===== src/rtl/noc_output_port.sv =====
// noc_output_port: output side of a router port.
// Keeps one credit counter and one wormhole state (IDLE/ACTIVE) per VC.
// A flit reaches the link only when the downstream FIFO has space and the
// flit type is legal for the current packet state of its VC.
//
// Handshake: a crossbar flit is accepted in any cycle where xbar_valid and
// xbar_ready are both high. xbar_ready never looks at xbar_valid. The link
// has no ready; credits guarantee space downstream.
module noc_output_port #(
    parameter int DATA_WIDTH   = 64,
    parameter int NUM_VC       = 4,
    parameter int CREDIT_DEPTH = 4,
    parameter int VCW          = $clog2(NUM_VC),
    parameter int CW           = $clog2(CREDIT_DEPTH + 1)
) (
    input  logic                  clk,
    input  logic                  rst,
    input  logic                  xbar_valid,
    input  logic [VCW-1:0]        xbar_vc,
    input  logic [DATA_WIDTH-1:0] xbar_flit,
    output logic                  xbar_ready,
    output logic                  link_valid,
    output logic [VCW-1:0]        link_vc,
    output logic [DATA_WIDTH-1:0] link_flit,
    input  logic                  credit_valid,
    input  logic [VCW-1:0]        credit_vc,
    output logic [NUM_VC-1:0]     vc_credit_avail,
    output logic [NUM_VC-1:0]     vc_busy,
    output logic                  err
);

    localparam logic [1:0] FT_SINGLE = 2'b00;
    localparam logic [1:0] FT_HEAD   = 2'b01;
    localparam logic [1:0] FT_BODY   = 2'b10;
    localparam logic [1:0] FT_TAIL   = 2'b11;
    localparam logic [CW-1:0] CREDIT_FULL = CW'(CREDIT_DEPTH);

    typedef enum logic {VC_IDLE = 1'b0, VC_ACTIVE = 1'b1} vc_state_t;

    vc_state_t     vc_state [NUM_VC];
    logic [CW-1:0] credit   [NUM_VC];

    logic [1:0]        flit_type;
    logic              cur_active;
    logic              legal;
    logic              accept;
    logic              fwd;
    logic              overflow;
    logic [NUM_VC-1:0] dec;
    logic [NUM_VC-1:0] inc;
    logic [NUM_VC-1:0] full;

    assign flit_type  = xbar_flit[DATA_WIDTH-1 -: 2];
    assign cur_active = (vc_state[xbar_vc] == VC_ACTIVE);
    assign xbar_ready = !rst && (credit[xbar_vc] != '0);
    assign accept     = xbar_valid && xbar_ready;
    assign fwd        = accept && legal;

    // Legality of the presented flit against the packet state of its VC.
    always_comb begin
        legal = 1'b0;
        case (flit_type)
            FT_SINGLE: legal = !cur_active;
            FT_HEAD:   legal = !cur_active;
            FT_BODY:   legal = cur_active;
            FT_TAIL:   legal = cur_active;
            default:   legal = 1'b0;
        endcase
    end

    // Per-VC credit consume/return strobes, overflow detect and status vectors.
    always_comb begin
        dec             = '0;
        inc             = '0;
        full            = '0;
        vc_credit_avail = '0;
        vc_busy         = '0;
        for (int i = 0; i < NUM_VC; i++) begin
            dec[i]             = fwd && (xbar_vc == VCW'(i));
            inc[i]             = credit_valid && (credit_vc == VCW'(i));
            full[i]            = (credit[i] == CREDIT_FULL);
            vc_credit_avail[i] = (credit[i] != '0);
            vc_busy[i]         = (vc_state[i] == VC_ACTIVE);
        end
        overflow = |(inc & ~dec & full);
    end

    // Credit counters: consume on forward, restore on return, hold when both.
    always_ff @(posedge clk) begin
        for (int i = 0; i < NUM_VC; i++) begin
            if (rst) begin
                credit[i] <= CREDIT_FULL;
            end else if (dec[i] && !inc[i]) begin
                credit[i] <= credit[i] - 1'b1;
            end else if (inc[i] && !dec[i] && !full[i]) begin
                credit[i] <= credit[i] + 1'b1;
            end
        end
    end

    // Wormhole state per VC; only forwarded flits move it.
    always_ff @(posedge clk) begin
        if (rst) begin
            for (int i = 0; i < NUM_VC; i++) begin
                vc_state[i] <= VC_IDLE;
            end
        end else if (fwd) begin
            if (flit_type == FT_HEAD) begin
                vc_state[xbar_vc] <= VC_ACTIVE;
            end else if (flit_type == FT_TAIL) begin
                vc_state[xbar_vc] <= VC_IDLE;
            end
        end
    end

    // Link register: one cycle after accept, payload held while idle.
    always_ff @(posedge clk) begin
        if (rst) begin
            link_valid <= 1'b0;
            link_vc    <= '0;
            link_flit  <= '0;
        end else begin
            link_valid <= fwd;
            if (fwd) begin
                link_vc   <= xbar_vc;
                link_flit <= xbar_flit;
            end
        end
    end

    // Sticky error: illegal flit accepted or credit returned to a full counter.
    always_ff @(posedge clk) begin
        if (rst) begin
            err <= 1'b0;
        end else if ((accept && !legal) || overflow) begin
            err <= 1'b1;
        end
    end

endmodule


===== config.mk =====
export PLATFORM = sky130hd
export DESIGN_NAME = noc_output_port
export DESIGN_NICKNAME = d
export VERILOG_FILES = /design/src/rtl/noc_output_port.sv
export SDC_FILE = /design/constraint.sdc
export NUM_CORES = 1
export LEC_CHECK = 0
export ABC_AREA = 1
export BUFFER_PORTS_ARGS = -buffer_cell sky130_fd_sc_hd__buf_2
export CORE_AREA = 3 3 88 90
export CTS_CLUSTER_SIZE = 14
export DETAILED_ROUTE_END_ITERATION = 7
export DIE_AREA = 0 0 91 93
export PLACE_DENSITY = 0.84
export SLEW_MARGIN = 20
export SYNTH_ARGS = -nofsm -noshare
export SYNTH_HDL_FRONTEND = slang
export SYNTH_SLANG_ARGS = --single-unit
export TNS_END_PERCENT = 100

===== constraint.sdc =====
create_clock -name clk -period 7.31 [get_ports clk]
set_clock_uncertainty 0.15 [all_clocks]
set_input_delay 0.731 -clock clk [delete_from_list [all_inputs] [get_ports clk]]
set_output_delay 0.731 -clock clk [all_outputs]
set_load 0.01 [all_outputs]

==> impl_metrics.ini, run 1 <==
[setup_path]
path_max_fanout = 68
critical_path.endpoint_type = register
critPathArrivalTime_ps = 3220
timing.setup.critical_path_class = in2reg
critical_path_required_ps = 7230
cp-start-kind = input port

[route]
route.antenna.remaining_nets = 0
wl_per_cell_um = 12.4
drc = 0
dr_total_vias = 3334
routed_via_density = 4.87
detail_route.iter0.violations = 125
dr.pass1.iters = 4
postRouteWirelength_um = 8500

[sta]
timing.max_slew.rel_slack_pct = 33.1
hold_violations = 0
holdWs_ps = 318
worstMarginPinSlew_ps = 1000
final_setup_violation_count = 0
achievable-frequency_mhz = 303
rsz0062_at_grt = false
fin_crit_sh_pct = 45.1
pins_over_their_slew_limit = 0
min_period_ps = 3300
summed_negative_setup_slack_over_all_endpoints_ps = 0
final_setup_margin_ps = 4010

[die]
chipHeight_um = 93
core_region_area_um2 = 7140
die_width_um = 91
fp.dieArea_um2 = 8460
top_level_ports = 149
placement_rows = 31
initial_core_util_pct = 50.8

[place]
place_congestion = 0.822
io_buffers = 148
dp.final_hpwl_um = 6080
place_worst_setup_slack_ps = 3520

[finish]
regArea_um2 = 1840
area_growth_pct = 24.1
multiInputGateArea_um2 = 1530
n_antenna_cell = 0
nNetsFinal = 663
layout-drive-gt1-share_pct = 29.7
num-fill-cells = 674

[power]
total_leakage_power_uw = 0.00215
power_density_nw_per_um2 = 208
worst_ir_drop_vdd_v = 0.000123

[synthesis]
synth_cell_type_count = 34
synth_seq_cells = 84
yosysWarningCount = 0
synth_top_cell_area_share_pct = 37.5
synth_top_cells_by_area = dfxtp_1 (38%), nor2_1 (15%), edfxtp_1 (13%)
synth_area_um2 = 3630
synth-seq-area-share_pct = 50.8
synth_area_per_inst_um2 = 8.08
netlist.top_cell.by_area = dfxtp_1
syn_nets = 531
synthesis.instances = 449

[global_routing]
first_global_vias = 3258
first_pass_grt_wire_length_um = 14100
antenna_violations_before_repair = 0
grt_max_degree = 75
grt-ovfl-total = 0
grt_use_total_pct = 20.4

[cts]
tritoncts_num_sinks = 84
post_cts.resized_instances = 0
clk_pin_slew_ps = 80
post_cts_buffers = 0
ctsRootBufferMaster = clkbuf_8
ctsHtreeMaxLevel = 3
cts.hold.buffers_added = 0
clock_latency_on_the_worst_skew_pair_ps = 340
bufs_on_longest_clock_path = 2
cts_buffers = 9
cts_tree = done

[run_status]
status = finished, final reports clean

[job]
cap_viol_max_count = 0

[hold_path]
hp-class = reg2reg
synthesized netlist by cell type:
cell type	count
nor2_1	146
dfxtp_1	68
o21ai_0	51
nand2_1	37
inv_1	22
edfxtp_1	16
o21ai_1	14
clkbuf_1	12
nand3_1	11
ha_1	9
nand4_1	7
buf_6	6
nor3_1	6
a21oi_1	5
buf_2	5
buf_4	4
xnor2_1	4
inv_2	3
nand3b_1	3
nor2_2	3
xor2_1	3
mux2i_1	2
a211oi_1	1
a21boi_1	1
a21oi_2	1
a22oi_1	1
fa_1	1
nand2_2	1
nand3_4	1
nor2_8	1
nor4_1	1
o21a_1	1
or2_1	1
or2_4	1
area by class of cell:
cell class / count / area share (%)
multi-input cells: 313 / 33.9
clock buffers: 11 / 3.39
flip-flops and latches: 84 / 40.9
well taps: 99 / 2.75
repair buffers: 148 / 16.4
clock inverters: 4 / 0.528
inverters: 25 / 2.11
per-stage QoR:
step	power (µW)	util (%)	cells	cell area [µm²]
finish	938	63.1	684	4500
global route	988	63.1	684	4500
CTS	948	63.1	684	4500
detailed placement	648	60.6	669	4330
global placement	644	60.6	669	4330
floorplan	597	-	449	3630
cell usage in the layout (no fill, tap or decap), drive strengths merged, types with 4 or more instances in the layout:
master	count
a21oi	6
dfxtp	68
o21ai	65
nand4	7
clkinv	5
buf	148
ha	9
nand3	12
xnor2	4
clkbuf	11
edfxtp	16
nor2	150
nor3	6
nand2	38
inv	24
sequential cells by signal, indices dropped and copies added, names as in the netlist:
signal	cells
link_flit	64
err	1
link_vc	2
link_valid	1
vc_state	4
credit	12
kinds of logic (layout without fill, tap and decap cells):
group,count (synthesis),count (layout),synth area share (%)
AOI/OAI and AO/OA,75,75,10.7
xor gates and xnor gates,7,7,1.69
adders and majority gates,10,10,3.66
buffers and inverters,52,188,7.21
DFF,84,84,50.8
muxes,2,2,0.552
and+or+nand+nor,219,219,25.4
path summary, 6_finish.rpt:
| path | startpoint | endpoint | slack [ps] | cells after the start |
|---|---|---|---|---|
| hold / removal | link_flit[63]$_SDFFE_PP0N_ | link_flit[63]$_SDFFE_PP0N_ | 320 | 2 |
| hold reg to reg | link_flit[63]$_SDFFE_PP0N_ | link_flit[63]$_SDFFE_PP0N_ | 320 | 2 |
| setup reg to reg | credit[2][0]$_SDFFCE_PN0P_ | vc_state[1]$_SDFFCE_PN0P_ | 4050 | 10 |
| setup / recovery | xbar_vc[0] | vc_state[1]$_SDFFCE_PN0P_ | 4010 | 12 |
routing by layer:
layer | track usage [%] | vias to the layer above | wire, µm
met4 | 9.55 | 0 | 136
met5 | 0 | - | 0
met1 | 24.3 | 1498 | 3610
li1 | - | 1704 | -
met3 | 6.52 | 12 | 748
met2 | 33.5 | 120 | 4000
worst max-delay path, stage by stage:
cell	delay, ps
buf_2	170
inv_2	70
nand2_1	70
nand2_1	50
nand2_1	70
nand2_1	50
nand2_1	70
nand2_2	110
nand3_4	490
clkinv_2	870
nand3_1	320
nand2_1	80
where the power goes:
part / switching [µW] / internal [µW]
Combinational: 75.0 / 54.9
Sequential: 12.7 / 495
Clock: 159 / 141
No activity file was read; power rests on OpenSTA's default activity.
==> inputs of run 2 (changes only) <==
--- a/config.mk
+++ b/config.mk
@@ -5,13 +5,13 @@
 export SDC_FILE = /design/constraint.sdc
 export NUM_CORES = 1
 export LEC_CHECK = 0
-export ABC_AREA = 1
+export ABC_AREA = 0
 export BUFFER_PORTS_ARGS = -buffer_cell sky130_fd_sc_hd__buf_2
-export CORE_AREA = 3 3 88 90
+export CORE_AREA = 3 3 91 93
 export CTS_CLUSTER_SIZE = 14
 export DETAILED_ROUTE_END_ITERATION = 7
-export DIE_AREA = 0 0 91 93
-export PLACE_DENSITY = 0.84
+export DIE_AREA = 0 0 94 96
+export PLACE_DENSITY = 0.78
 export SLEW_MARGIN = 20
 export SYNTH_ARGS = -nofsm -noshare
 export SYNTH_HDL_FRONTEND = slang
==> constraint.sdc (replaced) <==
create_clock -name clk -period 3.5 [get_ports clk]
set_clock_uncertainty 0.15 [all_clocks]
set_input_delay 0.35 -clock clk [delete_from_list [all_inputs] [get_ports clk]]
set_output_delay 0.35 -clock clk [all_outputs]
set_load 0.01 [all_outputs]
==> impl_metrics.ini, run 2 <==
[die]
initial_core_util_pct = 46.9
die_width_um = 94
core_region_area_um2 = 7610
placement_rows = 32
top_level_ports = 149
chipHeight_um = 96
fp.dieArea_um2 = 9020

[cts]
cts_tree = done
clk_pin_slew_ps = 90
bufs_on_longest_clock_path = 2
ctsRootBufferMaster = clkbuf_8
cts_buffers = 9
tritoncts_num_sinks = 84
post_cts_buffers = 0
cts.hold.buffers_added = 0
post_cts.resized_instances = 0
ctsHtreeMaxLevel = 3
clock_latency_on_the_worst_skew_pair_ps = 340

[place]
dp.final_hpwl_um = 6470
place_congestion = 0.820
io_buffers = 148

[sta]
min_period_ps = 3130
final_setup_violation_count = 0
hold_violations = 0
worstMarginPinSlew_ps = 722
timing.max_slew.rel_slack_pct = 51.9
achievable-frequency_mhz = 320
rsz0062_at_grt = false
summed_negative_setup_slack_over_all_endpoints_ps = 0
fin_crit_sh_pct = 89.4
pins_over_their_slew_limit = 0

[synthesis]
synth_seq_cells = 84
post_synth_edffs = 16
syn_nets = 502
synth_cell_type_count = 42
synth.most_common_cell = nand2_1
netlist.top_cell.by_area = dfxtp_1
synth-main-ff-cell = dfxtp_1
yosysWarningCount = 0
netlist_top_cells_count = nand2_1 (140), a21oi_1 (71), dfxtp_1 (68), edfxtp_1 (16), clkbuf_1 (13)
synth_top_cells_by_area = dfxtp_1 (38%), nand2_1 (15%), edfxtp_1 (13%)
synth_area_per_inst_um2 = 8.50
synth_top_cell_area_share_pct = 38.1
synth-seq-area-share_pct = 51.6
synth-async-reset-ratio_pct = 0
synthesis.instances = 420
synth_area_um2 = 3570

[finish]
layout.cells.most_common = buf_2
layout_common_cells = buf_2 (148), nand2_1 (140), a21oi_1 (71)
layout-drive-gt1-share_pct = 31.5
registers.top_by_ff_count = link_flit
n_antenna_cell = 0
reg_top3 = link_flit: 64 flops, credit: 12 flops, vc_state: 4 flops
nNetsFinal = 637
largest_register_ffs = 64
finish.utilization_pct = 59.7
area_growth_pct = 27.3

[route]
dr_total_vias = 3340
detail_route.iter0.violations = 136
route.antenna.remaining_nets = 0
postRouteWirelength_um = 8850
drc = 0
dr.pass1.iters = 4
wl_per_cell_um = 13.4
routed_via_density = 5.05

[global_routing]
grtUsageMet1_pct = 24.0
first_pass_grt_wire_length_um = 14100
grt_use_total_pct = 19.7
grt-ovfl-total = 0
top_usage_layer = met2
gr-usage-met3_pct = 5.79
antenna_violations_before_repair = 0
gr-usage-met2_pct = 32.2
first_global_vias = 3170
grt_max_degree = 73

[power]
worst_ir_drop_vdd_v = 0.000241
total_leakage_power_uw = 0.00199
power_density_nw_per_um2 = 449

[setup_path]
crit_path_cell_trace = nor3_1 -> mux4_2 -> nand4bb_4 -> o21ai_1 -> or3_1 -> fa_1 -> xor2_1 -> mux2_2
critical_path_required_ps = 3450
cp_num_buf_inv = 0
path_max_fanout = 6
cpPeakStageDelay_ps = 480
cp-start-kind = register
crit_family = simple AND/OR/NAND/NOR gates
timing.setup.critical_path_class = reg2reg
critical_path.endpoint_type = register
critPathArrivalTime_ps = 3080
crit_path_top_delay_cell = edfxtp_1

[job]
cap_viol_max_count = 0

[run_status]
status = finished, final reports clean

[hold_path]
hp-class = in2reg
run 2: changes by cell type in the layout (fill, tap and decap cells not counted), sizes merged, moves of 9 or more:
cell | previous run | this run
o21ai | 65 | 9
nand3 | 12 | 3
nor2 | 150 | 11
a21oi | 6 | 71
nand2 | 38 | 140
inv | 24 | 15
run 2: through the flow:
step	setup slack, ps	instance area, µm²	cells	total power, µW	hold slack (ps)
after floorplan	423	3570	420	1240	331
after global placement	370	4340	646	1340	288
after detailed placement	336	4340	646	1350	294
after CTS	387	4540	661	2070	57.0
after global routing	197	4540	661	2140	64.8
final	371	4540	661	2040	76.9
run 2: where the power goes:
part	internal, µW	switching (µW)	total, µW
clock	371	344	715
combinational	110	156	267
sequential	1030	26.4	1060
total	1510	527	2040
run 2: worst paths after layout:
check	startpoint	to	slack, ps	depth (start not counted)
setup / recovery	credit[1][2]$_DFFE_PP_	credit[2][2]$_SDFFCE_PN1P_	370	8
hold / removal	xbar_flit[55]	link_flit[55]$_SDFFE_PP0N_	80	3
setup reg to reg	credit[1][2]$_DFFE_PP_	credit[2][2]$_SDFFCE_PN1P_	370	8
hold reg to reg	link_flit[50]$_SDFFE_PP0N_	link_flit[50]$_SDFFE_PP0N_	300	2
run 2: logic make-up after synthesis:
| logic type | Yosys count | synth area share, % |
|---|---|---|
| and+or+nand+nor | 179 | 21.2 |
| DFF | 84 | 51.6 |
| xor gates and xnor gates | 4 | 0.982 |
| buffers and inverters | 43 | 5.79 |
| AOI/OAI and AO/OA | 94 | 14.3 |
| adders and majority gates | 10 | 3.72 |
| muxes | 6 | 2.42 |
run 2: cell type report:
type	instances	area, µm²
clock buffers	11	151
repair buffers	153	778
clock inverters	4	56.3
flip-flops and latches	84	1840
inverters	14	52.6
multi-input cells	293	1540
well taps	102	128
fillers	704	3060
run 2: metal layers:
layer / vias up / wire, µm
li1: 1666 / -
met1: 1526 / 3730
met2: 139 / 4210
met3: 9 / 800
met4: 0 / 112
met5: - / 0
run 2: tightest hold or removal path: stages:
cell     delay (ps)
buf_2            90
nand2_1          40
a21oi_1          50
